`config.mk`:
```
export PLATFORM = sky130hd
export DESIGN_NAME = uart_tx_fifo_engine_flat
export DESIGN_NICKNAME = d
export VERILOG_FILES = /design/src/rtl/uart_tx_fifo_engine_if.sv /design/src/rtl/uart_tx_fifo_engine.sv /design/src/flat_wrapper.sv
export SDC_FILE = /design/constraint.sdc
export NUM_CORES = 1
export LEC_CHECK = 0
export BUFFER_PORTS_ARGS = -buffer_cell sky130_fd_sc_hd__clkbuf_2
export CORE_MARGIN = 2
export CORE_UTILIZATION = 40
export CTS_BUF_LIST = sky130_fd_sc_hd__clkbuf_4 sky130_fd_sc_hd__clkbuf_8
export CTS_CLUSTER_SIZE = 14
export DETAILED_ROUTE_END_ITERATION = 10
export GPL_TIMING_DRIVEN = 0
export HOLD_SLACK_MARGIN = 0.08
export SLEW_MARGIN = 10
export SYNTH_ARGS = -nofsm -noshare
export SYNTH_HDL_FRONTEND = slang
export SYNTH_SLANG_ARGS = --single-unit
```
`constraint.sdc`:
```
create_clock -name clk -period 4.1 [get_ports clk]
set_input_delay 0.82 -clock clk [delete_from_list [all_inputs] [get_ports clk]]
set_output_delay 0.82 -clock clk [all_outputs]
set_load 0.005 [all_outputs]
```
`src/rtl/uart_tx_fifo_engine_if.sv`:
```
// Host-side bundle for uart_tx_fifo_engine: frame config, write port, FIFO
// status and the serial line.
interface uart_tx_fifo_engine_if #(
  parameter int FIFO_DEPTH = 16,
  parameter int K_W        = 19
);
  localparam int CW = $clog2(FIFO_DEPTH) + 1;

  logic [K_W-1:0] k;
  logic           eight;
  logic           pen;
  logic           ohel;
  logic           two_stop;
  logic           wr;
  logic [7:0]     wdata;
  logic           clr_ovf;
  logic           TxRdy;
  logic           empty;
  logic [CW-1:0]  count;
  logic           busy;
  logic           ovf;
  logic           Tx;

  modport master (
    output k, eight, pen, ohel, two_stop, wr, wdata, clr_ovf,
    input  TxRdy, empty, count, busy, ovf, Tx
  );

  modport slave (
    input  k, eight, pen, ohel, two_stop, wr, wdata, clr_ovf,
    output TxRdy, empty, count, busy, ovf, Tx
  );
endinterface

```
`src/rtl/uart_tx_fifo_engine.sv`:
```
// FIFO-buffered UART transmitter, 7/8 data bits, opt. parity, 1/2 stop bits.
// Define UART_TX_BREAK_EN to add the brk input and the line-break states.
module uart_tx_fifo_engine #(
  parameter int FIFO_DEPTH = 16,
  parameter int K_W        = 19
) (
  input  logic clk,
  input  logic rst,
`ifdef UART_TX_BREAK_EN
  input  logic brk,
`endif
  uart_tx_fifo_engine_if.slave bus
);
  localparam int AW = $clog2(FIFO_DEPTH);
  localparam int CW = AW + 1;

`ifdef UART_TX_BREAK_EN
  typedef enum logic [2:0] {IDLE, LOAD, SHIFT, BREAK, BRKEND} state_t;
`else
  typedef enum logic [1:0] {IDLE, LOAD, SHIFT} state_t;
`endif

  logic [7:0]     mem_q [FIFO_DEPTH];
  logic [AW-1:0]  wptr_q, rptr_q;
  logic [CW-1:0]  count_q, count_d;
  logic           full, push, pop, ovf_q, tx_q;
  state_t         state_q;
  logic [K_W-1:0] bt_q;
  logic [3:0]     bitcnt_q, nlast_q, nlast_d;
  logic [10:0]    shreg_q;
  logic [11:0]    frame_d;
  logic [7:0]     data_d;
  logic           par_d, btu;

  assign full = (count_q == CW'(FIFO_DEPTH));
  assign push = bus.wr && !full;
  assign pop  = (state_q == LOAD);
  assign btu  = (bt_q == bus.k);

  always_comb begin
    count_d = count_q;
    unique case ({push, pop})
      2'b10:   count_d = count_q + 1'b1;
      2'b01:   count_d = count_q - 1'b1;
      default: count_d = count_q;
    endcase
  end

  always_ff @(posedge clk) begin
    if (push) mem_q[wptr_q] <= bus.wdata;
  end

  always_ff @(posedge clk or posedge rst) begin
    if (rst) begin
      wptr_q  <= '0;
      rptr_q  <= '0;
      count_q <= '0;
      ovf_q   <= 1'b0;
    end else begin
      if (push) wptr_q <= wptr_q + 1'b1;
      if (pop)  rptr_q <= rptr_q + 1'b1;
      count_q <= count_d;
      if (bus.wr && full) ovf_q <= 1'b1;
      else if (bus.clr_ovf) ovf_q <= 1'b0;
    end
  end

  // Frame image {1..., parity?, data, start}; unused upper bits stay 1 as stop bits.
  always_comb begin
    data_d  = bus.eight ? mem_q[rptr_q] : {1'b0, mem_q[rptr_q][6:0]};
    par_d   = (^data_d) ^ bus.ohel;
    frame_d = '1;
    frame_d[0] = 1'b0;
    if (bus.eight) begin
      frame_d[8:1] = data_d;
      if (bus.pen) frame_d[9] = par_d;
    end else begin
      frame_d[7:1] = data_d[6:0];
      if (bus.pen) frame_d[8] = par_d;
    end
    nlast_d = 4'd8 + {3'b0, bus.eight} + {3'b0, bus.pen}
            + {3'b0, bus.two_stop};
  end

  always_ff @(posedge clk or posedge rst) begin
    if (rst) begin
      state_q  <= IDLE;
      tx_q     <= 1'b1;
      bt_q     <= '0;
      bitcnt_q <= '0;
      nlast_q  <= '0;
      shreg_q  <= '1;
    end else begin
      unique case (state_q)
        IDLE: begin
`ifdef UART_TX_BREAK_EN
          if (brk) begin
            state_q <= BREAK;
            tx_q    <= 1'b0;
          end else
`endif
          if (count_q != '0) state_q <= LOAD;
        end
        LOAD: begin
          shreg_q  <= frame_d[11:1];
          nlast_q  <= nlast_d;
          tx_q     <= frame_d[0];
          bt_q     <= '0;
          bitcnt_q <= '0;
          state_q  <= SHIFT;
        end
        SHIFT: begin
          if (btu) begin
            bt_q     <= '0;
            shreg_q  <= {1'b1, shreg_q[10:1]};
            bitcnt_q <= bitcnt_q + 1'b1;
            tx_q     <= shreg_q[0];
            if (bitcnt_q == nlast_q) begin
              tx_q <= 1'b1;
`ifdef UART_TX_BREAK_EN
              if (brk) begin
                state_q <= BREAK;
                tx_q    <= 1'b0;
              end else
`endif
              if (count_q != '0) state_q <= LOAD;
              else               state_q <= IDLE;
            end
          end else begin
            bt_q <= bt_q + 1'b1;
          end
        end
`ifdef UART_TX_BREAK_EN
        BREAK: begin
          if (!brk) begin
            state_q <= BRKEND;
            tx_q    <= 1'b1;
            bt_q    <= '0;
          end
        end
        BRKEND: begin
          if (btu) begin
            bt_q    <= '0;
            state_q <= IDLE;
          end else begin
            bt_q <= bt_q + 1'b1;
          end
        end
`endif
        default: begin
          state_q <= IDLE;
          tx_q    <= 1'b1;
        end
      endcase
    end
  end

  assign bus.TxRdy = !full;
  assign bus.empty = (count_q == '0);
  assign bus.count = count_q;
  assign bus.busy  = (state_q != IDLE);
  assign bus.ovf   = ovf_q;
  assign bus.Tx    = tx_q;
endmodule

```
`src/flat_wrapper.sv`:
```
// flat-port wrapper written by rule: the top's interface ports become plain ports
module uart_tx_fifo_engine_flat 
#(
  parameter int FIFO_DEPTH = 16,
  parameter int K_W        = 19
)
  (clk, rst, bus_k, bus_eight, bus_pen, bus_ohel, bus_two_stop, bus_wr, bus_wdata, bus_clr_ovf, bus_TxRdy, bus_empty, bus_count, bus_busy, bus_ovf, bus_Tx);
  uart_tx_fifo_engine_if #(.FIFO_DEPTH(FIFO_DEPTH), .K_W(K_W)) bus_i ();
  input  logic clk;
  input  logic rst;
  input wire logic [$bits(bus_i.k)-1:0] bus_k;
  input wire logic [$bits(bus_i.eight)-1:0] bus_eight;
  input wire logic [$bits(bus_i.pen)-1:0] bus_pen;
  input wire logic [$bits(bus_i.ohel)-1:0] bus_ohel;
  input wire logic [$bits(bus_i.two_stop)-1:0] bus_two_stop;
  input wire logic [$bits(bus_i.wr)-1:0] bus_wr;
  input wire logic [$bits(bus_i.wdata)-1:0] bus_wdata;
  input wire logic [$bits(bus_i.clr_ovf)-1:0] bus_clr_ovf;
  output wire logic [$bits(bus_i.TxRdy)-1:0] bus_TxRdy;
  output wire logic [$bits(bus_i.empty)-1:0] bus_empty;
  output wire logic [$bits(bus_i.count)-1:0] bus_count;
  output wire logic [$bits(bus_i.busy)-1:0] bus_busy;
  output wire logic [$bits(bus_i.ovf)-1:0] bus_ovf;
  output wire logic [$bits(bus_i.Tx)-1:0] bus_Tx;
  assign bus_i.k = bus_k;
  assign bus_i.eight = bus_eight;
  assign bus_i.pen = bus_pen;
  assign bus_i.ohel = bus_ohel;
  assign bus_i.two_stop = bus_two_stop;
  assign bus_i.wr = bus_wr;
  assign bus_i.wdata = bus_wdata;
  assign bus_i.clr_ovf = bus_clr_ovf;
  assign bus_TxRdy = bus_i.TxRdy;
  assign bus_empty = bus_i.empty;
  assign bus_count = bus_i.count;
  assign bus_busy = bus_i.busy;
  assign bus_ovf = bus_i.ovf;
  assign bus_Tx = bus_i.Tx;
  uart_tx_fifo_engine #(.FIFO_DEPTH(FIFO_DEPTH), .K_W(K_W)) u_core (.clk(clk), .rst(rst), .bus(bus_i));
endmodule
```
==> results of run 1 <==
[cell usage in the layout (no fill, tap or decap), types with 4 or more instances in the layout]
cell type,Yosys,final
a21o_1,6,6
a21oi_1,5,5
a221o_1,4,4
a22oi_1,4,4
and3_1,5,5
buf_6,3,4
clkbuf_1,5,5
clkbuf_2,0,44
clkbuf_8,6,23
clkinv_4,0,4
dfrtp_1,42,42
dfstp_2,10,10
edfxtp_1,128,128
ha_1,15,15
inv_1,16,15
inv_8,0,4
mux2_2,6,6
mux4_1,21,21
mux4_2,15,15
nand2_1,32,32
nand3_1,7,7
nand4_1,11,11
nor2_1,48,48
nor2b_1,4,4
nor3_1,8,4
nor3_2,0,4
nor4_1,5,5
o21ai_0,7,7
xnor2_1,17,17
xor2_1,35,35
[power groups by stage]
stage | Sequential (mW) | Clock (mW) | Combinational [mW]
2_1_floorplan | 2.23 | 0 | 0.344
3_3_place_gp | 2.24 | 0 | 0.508
3_5_place_dp | 2.25 | 0 | 0.557
4_1_cts | 2.21 | 1.22 | 0.559
5_1_grt | 2.22 | 1.30 | 0.607
6_report | 2.20 | 1.19 | 0.552
[area by class of cell]
| cell class | instances | area (sq um) | share of cell area, % |
|---|---|---|---|
| Inverter | 16 | 60.1 | 0.664 |
| Sequential cell | 180 | 5160 | 57.1 |
| Clock inverter | 14 | 155 | 1.72 |
| Tap cell | 265 | 332 | 3.67 |
| Clock buffer | 18 | 241 | 2.67 |
| Buffer | 19 | 198 | 2.19 |
| Multi-Input combinational cell | 282 | 2620 | 29.0 |
| Timing Repair Buffer | 49 | 274 | 3.03 |
[path summary, 6_finish.rpt]
kind	slack, ps	start	to	cells past startpoint
worst max-delay path	1160	u_core.bus.count[3]$_DFFE_PP0P_	u_core.bus.count[4]$_DFFE_PP0P_	14
worst min-delay path	340	rst	u_core.nlast_q[1]$_DFFE_PP0P_	2
worst max register to register	1160	u_core.bus.count[3]$_DFFE_PP0P_	u_core.bus.count[4]$_DFFE_PP0P_	14
worst min register to register	520	u_core.nlast_q[3]$_DFFE_PP0P_	u_core.nlast_q[3]$_DFFE_PP0P_	1
max in group asynchronous	3170	rst	u_core.bus.Tx$_DFFE_PP1P_	3
min in group clk	520	u_core.nlast_q[3]$_DFFE_PP0P_	u_core.nlast_q[3]$_DFFE_PP0P_	1
[metrics by stage]
stage               std cells  setup WS [ps]  instance area [sq um]  util, %  hold slack, ps
finish                    843           1160                   9040     46.1             338
global route              843            822                   9040     46.1             332
CTS                       843           1140                   9040     46.1             316
detailed placement        811            792                   8640     44.1             490
global placement          806            741                   8570     43.7             478
floorplan                 497           1460                   8020        -             458
[synthesized netlist by cell type (3+ instances only)]
| master | number | share of area (%) |
|---|---|---|
| nand4_1 | 11 | 0.86 |
| nor3_1 | 8 | 0.50 |
| a21oi_1 | 5 | 0.31 |
| a21o_1 | 6 | 0.56 |
| a22oi_1 | 4 | 0.37 |
| mux4_1 | 21 | 6.9 |
| inv_1 | 16 | 0.75 |
| dfstp_2 | 10 | 3.3 |
| ha_1 | 15 | 2.3 |
| and3_1 | 5 | 0.39 |
| buf_6 | 3 | 0.42 |
| edfxtp_1 | 128 | 48 |
| nand2_1 | 32 | 1.5 |
| a221o_1 | 4 | 0.50 |
| nor2b_1 | 4 | 0.31 |
| and3_2 | 3 | 0.28 |
| nand3_1 | 7 | 0.44 |
| clkbuf_1 | 5 | 0.23 |
| xor2_1 | 35 | 3.8 |
| clkbuf_8 | 6 | 1.0 |
| mux2_2 | 6 | 0.84 |
| dfrtp_1 | 42 | 13 |
| o21ai_0 | 7 | 0.44 |
| xnor2_1 | 17 | 1.9 |
| mux4_2 | 15 | 4.2 |
| nor4_1 | 5 | 0.39 |
| nor2_1 | 48 | 2.2 |
| a22o_1 | 3 | 0.33 |
[registers in the layout (all words and copies together), names as in the netlist]
register	cells
u_core.wptr_q	4
u_core.shreg_q	9
u_core.bt_q	19
u_core.bus.count	5
u_core.nlast_q	3
u_core.mem_q	128
u_core.bus.Tx	1
u_core.bitcnt_q	4
u_core.state_q	2
u_core.rptr_q	4
u_core.bus.ovf	1
[metal layers]
layer  routed length [microns]  track usage [%]
met5                         0                0
met4                       116             5.49
met3                       581             3.10
met2                      8190             26.9
met1                      7010             20.3
[logic make-up after synthesis]
kind of cell / Yosys count / synth area share (%)
flip-flops: 180 / 64.3
AO/OA/AOI/OAI: 36 / 3.29
AND/OR/NAND/NOR: 130 / 7.51
buffers and inverters: 35 / 3.22
multiplexers: 43 / 12.1
XOR/XNOR: 56 / 6.74
adder cells (fa/ha/maj): 17 / 2.84
==> impl_metrics.ini, run 1 <==
[sta]
worst_slew_pin_slew_ps = 1150
final_max_slew_viol_count = 0
hold_violations = 0
period_share_pct = 71.7
clock.fmax_mhz = 340
rsz0062_at_grt = false
tns_ps = 0
fin_crit_ps = 2940
fin_skew_ps = 21.8
relSlewSlack_pct = 22.9
finalSetupViolations = 0

[grt]
grt_pass1_wl_mm = 25.2
grt_pass1_vias = 4508
grt_overflow = 0
grt_antenna_before_repair = 0
grt_max_degree = 34
grt_use_total_pct = 15.8

[setup_path]
arrival_ps = 3290
crit_chain = nor4_1, nand2_1, and2_1, clkbuf_1, inv_1, ha_1, inv_1, fa_1, inv_1, a21o_1, a21oi_1, xnor2_1, nor2_1, xor2_1
path_common_cell = inv_1
start_kind = flop
cpLargestDelayFamily = simple AND/OR/NAND/NOR gates
crit_path_max_incr_delay_ps = 460
worstPathMaxFanout = 9
cp_num_buf_inv = 4
worstSetupPathType = reg2reg
cp_data_required_time_ps = 4450
slowest_stage = nor4_1
worstSetupEndpointType = flop

[floorplanning]
die_w_microns = 146
num_io_pins = 45
num_rows = 51
die_h_microns = 146
initial_core_util_pct = 40.9
die_area_sq_um = 21200
coreArea_sq_um = 19600

[power]
power_frac_seq_pct = 55.8
total_power_mw = 3.95
power_leakage_nw = 3.46
clkPwrFrac_pct = 30.2
p_per_area_nw_per_um2 = 437
pwr-share-comb_pct = 14.0
ir_drop_v = 0.000221
p_sw_mw = 1.13
p_int_mw = 2.82
switching_share_pct = 28.6

[place]
gp_congestion = 0.770
portBuffers = 44
dpl.hpwl_mm = 10.9

[hold_path]
hold_class = in2async

[detailed_routing]
num_vias = 4348
wl_mm = 15.9
viasPerCell = 5.16
first_pass_iters = 4
drtIter0Drc = 381
route.detailed.drc = 0
ant_nets = 0
post_drt_wl_per_cell_microns = 18.9

[cells_and_area]
antenna_cells = 0
syn_to_final_growth_pct = 12.8
fillers = 1701
layout.nets = 617
drive_above_1_share_pct = 23.9

[clocking]
cts_max_level = 4
ctsResizeCount = 0
cts_tree = done
post_cts_buffers = 0
cts_sinks = 180
cts_made_buffers = 17
cts_hold_buf = 0
clkTransAtPathRegs_ps = 100
root_buffer = clkbuf_8
cts_buffer_depth = 2
clock_latency_ps = 470

[run_status]
status = complete, no violations

[synth]
synth-seq-cells = 180
synth_area_sq_um = 8020
synth_area_per_cell_sq_um = 16.1
ys_seq_area_share_pct = 64.3
synth_warnings = 0
synth_nets = 549
synth_cells = 497
yosys_most_used_dff = edfxtp_1
synth.distinct_cells = 48
async_reset_ff_share_pct = 28.9
synth_edf_count = 128

[job]
drv_cap = 0
No activity file was read; power rests on OpenSTA's default activity.
==> run 2: changes to the inputs <==
==> constraint.sdc (replaced) <==
create_clock -name clk -period 2.99 [get_ports clk]
set_input_delay 0.598 -clock clk [delete_from_list [all_inputs] [get_ports clk]]
set_output_delay 0.598 -clock clk [all_outputs]
set_load 0.005 [all_outputs]
==> impl_metrics.ini, run 2 (same netlist as run 1, synthesis figures left out) <==
[run_status]
status = complete, no violations

[detailed_routing]
drtIter0Drc = 374
viasPerCell = 5.16
post_drt_wl_per_cell_microns = 19.0
first_pass_iters = 4
ant_nets = 0
num_vias = 4403
route.detailed.drc = 0
wl_mm = 16.2

[hold_path]
hold_class = in2async

[sta]
period_share_pct = 96.3
fin_ws_ps = 111
clock.fmax_mhz = 347
finalSetupViolations = 0
hold_violations = 0
fin_skew_ps = 15.1
final_max_slew_viol_count = 0
fin_crit_ps = 2880
relSlewSlack_pct = 23.7
worst_slew_pin_slew_ps = 1140

[setup_path]
crit_end = u_core.shreg_q[7]$_DFFE_PP1P_
crit_start = u_core.rptr_q[0]$_DFFE_PP0P_
worstSetupEndpointType = flop
worstSetupPathType = reg2reg
reg2reg_slack_ps = 110
rr_endpoint = u_core.shreg_q[7]$_DFFE_PP1P_
arrival_ps = 3260
start_kind = flop
r2r_start = u_core.rptr_q[0]$_DFFE_PP0P_
worstPathMaxFanout = 7
cp_data_required_time_ps = 3380
r2r.worst_path.cells = 8

[cells_and_area]
layout_commonest_cell = edfxtp_1
mostFrequentLayoutCells = 128 x edfxtp_1, 48 x nor2_1, 45 x clkbuf_2
fin_cells = 853
largest-register = u_core.mem_q
fin_area_sq_um = 9160
fillers = 1695
biggestRegsByFlops = u_core.mem_q: 128 flops, u_core.bt_q: 19 flops, u_core.shreg_q: 9 flops
finish.utilization_pct = 46.8
antenna_cells = 0
syn_to_final_growth_pct = 14.3
drive_above_1_share_pct = 26.2
largest_reg_flops = 128
layout.nets = 627

[power]
ir_drop_v = 0.000310
p_sw_mw = 1.57
clkPwrFrac_pct = 30.1
power_frac_seq_pct = 55.8
pwr-share-comb_pct = 14.1
p_per_area_nw_per_um2 = 594
power_leakage_nw = 3.51
switching_share_pct = 28.8
p_int_mw = 3.87

[floorplanning]
coreArea_sq_um = 19600
die_area_sq_um = 21200
die_w_microns = 146
num_rows = 51
die_h_microns = 146
initial_core_util_pct = 40.9
num_io_pins = 45

[clocking]
cts_max_level = 4
clkTransAtPathRegs_ps = 100
cts_hold_buf = 0
cts_sinks = 180
cts_buffer_depth = 2
cts_made_buffers = 17
root_buffer = clkbuf_8
clock_latency_ps = 470
cts_tree = done

[place]
dp_slack_ps = -96.5
portBuffers = 44
gp_congestion = 0.770
placed_cell_area_sq_um = 8640
dpl.hpwl_mm = 10.9
dp_cells = 811

[grt]
grt_pass1_vias = 4508
grt_overflow = 0
grt_pass1_wl_mm = 25.2
grt_max_degree = 34
grt_use_total_pct = 15.8
grt_antenna_before_repair = 0

[job]
drv_cap = 0
==> run 2: repair_timing <==
| item | CTS | global route |
|---|---|---|
| endpoints found under the hold margin | 0 | 0 |
| endpoints found under the setup margin | 0 | 8 |
| resized for setup | 0 | 9 |
| buffers inserted | 0 | 9 |
==> run 2: cell type report <==
class	instances	area (sq um)	share of cell area, %
Multi-Input combinational cell	282	2650	28.9
Tap cell	265	332	3.62
Sequential cell	180	5160	56.3
Timing Repair Buffer	59	367	4.00
Buffer	19	199	2.17
Clock buffer	18	241	2.64
Clock inverter	14	155	1.69
Inverter	16	60.1	0.656
==> run 2: stage by stage <==
| step | hold slack [ps] | setup TNS [ps] | power (mW) |
|---|---|---|---|
| CTS | 93.6 | 0 | 5.47 |
| global route | 110 | -23.7 | 5.68 |
| floorplan | 458 | 0 | 3.52 |
| global placement | 478 | -2740 | 3.76 |
| detailed placement | 490 | -419 | 3.84 |
| finish | 112 | 0 | 5.44 |
==> run 2: power groups by stage <==
| stage | clock [mW] | sequential [mW] | combinational [mW] |
|---|---|---|---|
| 4_1_cts | 1.68 | 3.03 | 0.767 |
| 6_report | 1.64 | 3.04 | 0.769 |
| 5_1_grt | 1.78 | 3.06 | 0.841 |
| 3_3_place_gp | 0 | 3.07 | 0.697 |
| 2_1_floorplan | 0 | 3.05 | 0.471 |
| 3_5_place_dp | 0 | 3.08 | 0.764 |
==> run 2: per-layer routing <==
metal / share of wire, % / vias up / track usage [%]
li1: - / 2033 / -
met1: 44 / 2239 / 20.3
met2: 51 / 111 / 26.9
met3: 3.8 / 20 / 3.10
met4: 1.4 / 0 / 5.49
met5: 0 / - / 0
==> run 2: critical path, stage by stage (launching register included) <==
cell and delay [ps]:
dfrtp_1 370, buf_6 170, buf_4 120, mux4_1 530, mux4_2 520, xnor3_1 370, xnor3_1 430, nor2b_2 60
o31ai_2 220
==> run 2: worst min path at each step <==
stage | from | depth (start not counted) | end
finish | rst | 2 | u_core.nlast_q[1]$_DFFE_PP0P_
global route | rst | 2 | u_core.nlast_q[1]$_DFFE_PP0P_
floorplan | u_core.nlast_q[3]$_DFFE_PP0P_ | 1 | u_core.nlast_q[3]$_DFFE_PP0P_
CTS | rst | 2 | u_core.nlast_q[1]$_DFFE_PP0P_
global placement | u_core.nlast_q[3]$_DFFE_PP0P_ | 1 | u_core.nlast_q[3]$_DFFE_PP0P_
detailed placement | u_core.nlast_q[3]$_DFFE_PP0P_ | 1 | u_core.nlast_q[3]$_DFFE_PP0P_
==> run 3: changes to the inputs <==
--- a/config.mk
+++ b/config.mk
@@ -13,6 +13,7 @@
 export DETAILED_ROUTE_END_ITERATION = 10
 export GPL_TIMING_DRIVEN = 0
 export HOLD_SLACK_MARGIN = 0.08
+export PLACE_DENSITY = 0.62
 export SLEW_MARGIN = 10
 export SYNTH_ARGS = -nofsm -noshare
 export SYNTH_HDL_FRONTEND = slang
==> impl_metrics.ini, run 3 (same netlist as run 1, synthesis figures left out) <==
[setup_path]
worstSetupPathType = reg2reg
cp_data_required_time_ps = 3380
slowest_stage = mux4_1
r2r.worst_path.cells = 9
worstSetupEndpointType = flop
crit_path_max_incr_delay_ps = 610
crit_chain = buf_6, buf_12, mux4_1, a22oi_2, and3_2, xnor3_1, xnor3_1, nor2b_2, o31ai_2
worstPathMaxFanout = 10
reg2reg_slack_ps = 120
path_common_cell = xnor3_1
crit_start = u_core.rptr_q[0]$_DFFE_PP0P_
r2r_start = u_core.rptr_q[0]$_DFFE_PP0P_
start_kind = flop
arrival_ps = 3260

[power]
ir_drop_v = 0.000265
power_leakage_nw = 3.45
p_per_area_nw_per_um2 = 602

[clocking]
root_buffer = clkbuf_8
cts_hold_buf = 0
clkTransAtPathRegs_ps = 100
clock_latency_ps = 470
ctsResizeCount = 0
cts_max_level = 4
cts_made_buffers = 17
cts_sinks = 180
post_cts_buffers = 0
cts_tree = done
cts_buffer_depth = 2

[cells_and_area]
antenna_cells = 0
mostFrequentLayoutCells = 128 x edfxtp_1, 48 x nor2_1, 44 x clkbuf_2
layout_commonest_cell = edfxtp_1
largest-register = u_core.mem_q
biggestRegsByFlops = u_core.mem_q: 128 flops, u_core.bt_q: 19 flops, u_core.shreg_q: 9 flops
fin_area_sq_um = 9070
multiInputGateArea_sq_um = 2650
drive_above_1_share_pct = 24.3
regArea_sq_um = 5160
layout.nets = 616
syn_to_final_growth_pct = 13.2
largest_reg_flops = 128
fillers = 1688

[sta]
fin_skew_ps = 15.3
final_max_slew_viol_count = 0
clock.fmax_mhz = 348
fin_crit_ps = 2870
fin_ws_ps = 120
hold_violations = 0
rsz0062_at_grt = false
relSlewSlack_pct = 20.7
worst_slew_pin_slew_ps = 1180
period_share_pct = 96.0
finalSetupViolations = 0

[floorplanning]
die_w_microns = 146
die_area_sq_um = 21200
num_rows = 51
initial_core_util_pct = 40.9
coreArea_sq_um = 19600
die_h_microns = 146
num_io_pins = 45

[run_status]
status = complete, no violations

[grt]
grt_overflow = 0
grt_pass1_wl_mm = 25.5
grt_max_degree = 34
grt_pass1_vias = 4549
grt_antenna_before_repair = 0
grt_use_total_pct = 15.9

[place]
placed_cell_area_sq_um = 8650
dp_slack_ps = -88.5
portBuffers = 44
dpl.hpwl_mm = 11.0
gp_congestion = 0.789

[hold_path]
hold_class = in2async

[job]
drv_cap = 0

[detailed_routing]
drtIter0Drc = 283
first_pass_iters = 5
viasPerCell = 5.20
num_vias = 4375
ant_nets = 0
post_drt_wl_per_cell_microns = 19.1
wl_mm = 16.1
route.detailed.drc = 0
run 3: area by class of cell:
class / instances / area share, %
buffer: 18 / 2.14
tap: 265 / 3.65
clock inverter: 14 / 1.81
multi-input combinational: 282 / 29.2
sequential: 180 / 56.8
inverter: 16 / 0.662
timing repair buffer: 49 / 3.14
clock buffer: 17 / 2.58
run 3: worst max-delay path: cells and delay by family, from the launching register on:
kind | cells | cell delay [ps]
xor gates and xnor gates | 2 | 750
DFF | 1 | 380
muxes | 1 | 610
and+or+nand+nor | 2 | 290
buffers and inverters | 2 | 340
AOI/OAI and AO/OA | 2 | 410
run 3: stage by stage:
step	power [mW]	instances	hold WS (ps)	utilization (%)	setup TNS, ps
global placement	3.76	806	478	43.7	-3130
finish	5.46	841	105	46.3	0
global route	5.71	841	115	46.3	0
floorplan	3.52	497	458	-	0
CTS	5.48	842	95.6	46.2	0
detailed placement	3.84	811	482	44.2	-333
run 3: report_power, final:
part           leakage (nW)  total, mW  switching (mW)  internal (mW)
Sequential             1.79       3.04           0.113           2.93
Combinational          1.47      0.759           0.455          0.303
Clock                 0.197       1.66           0.962          0.698
Total                  3.45       5.46            1.53           3.93
run 3: final timing paths:
kind / to
setup / recovery: u_core.shreg_q[7]$_DFFE_PP1P_
hold / removal: u_core.bitcnt_q[1]$_DFFE_PP0P_
setup reg to reg: u_core.shreg_q[7]$_DFFE_PP1P_
hold reg to reg: u_core.nlast_q[3]$_DFFE_PP0P_
max in group asynchronous: u_core.bus.Tx$_DFFE_PP1P_
min in group clk: u_core.bus.ovf$_DFFE_PP0P_
run 3: metal layers:
metal / track usage [%] / part of all wire [%] / vias to the layer above
met5: 0 / 0 / -
met4: 3.82 / 1.0 / 0
met2: 27.3 / 51 / 97
met1: 20.5 / 44 / 2246
li1: - / - / 2018
met3: 3.86 / 4.2 / 14
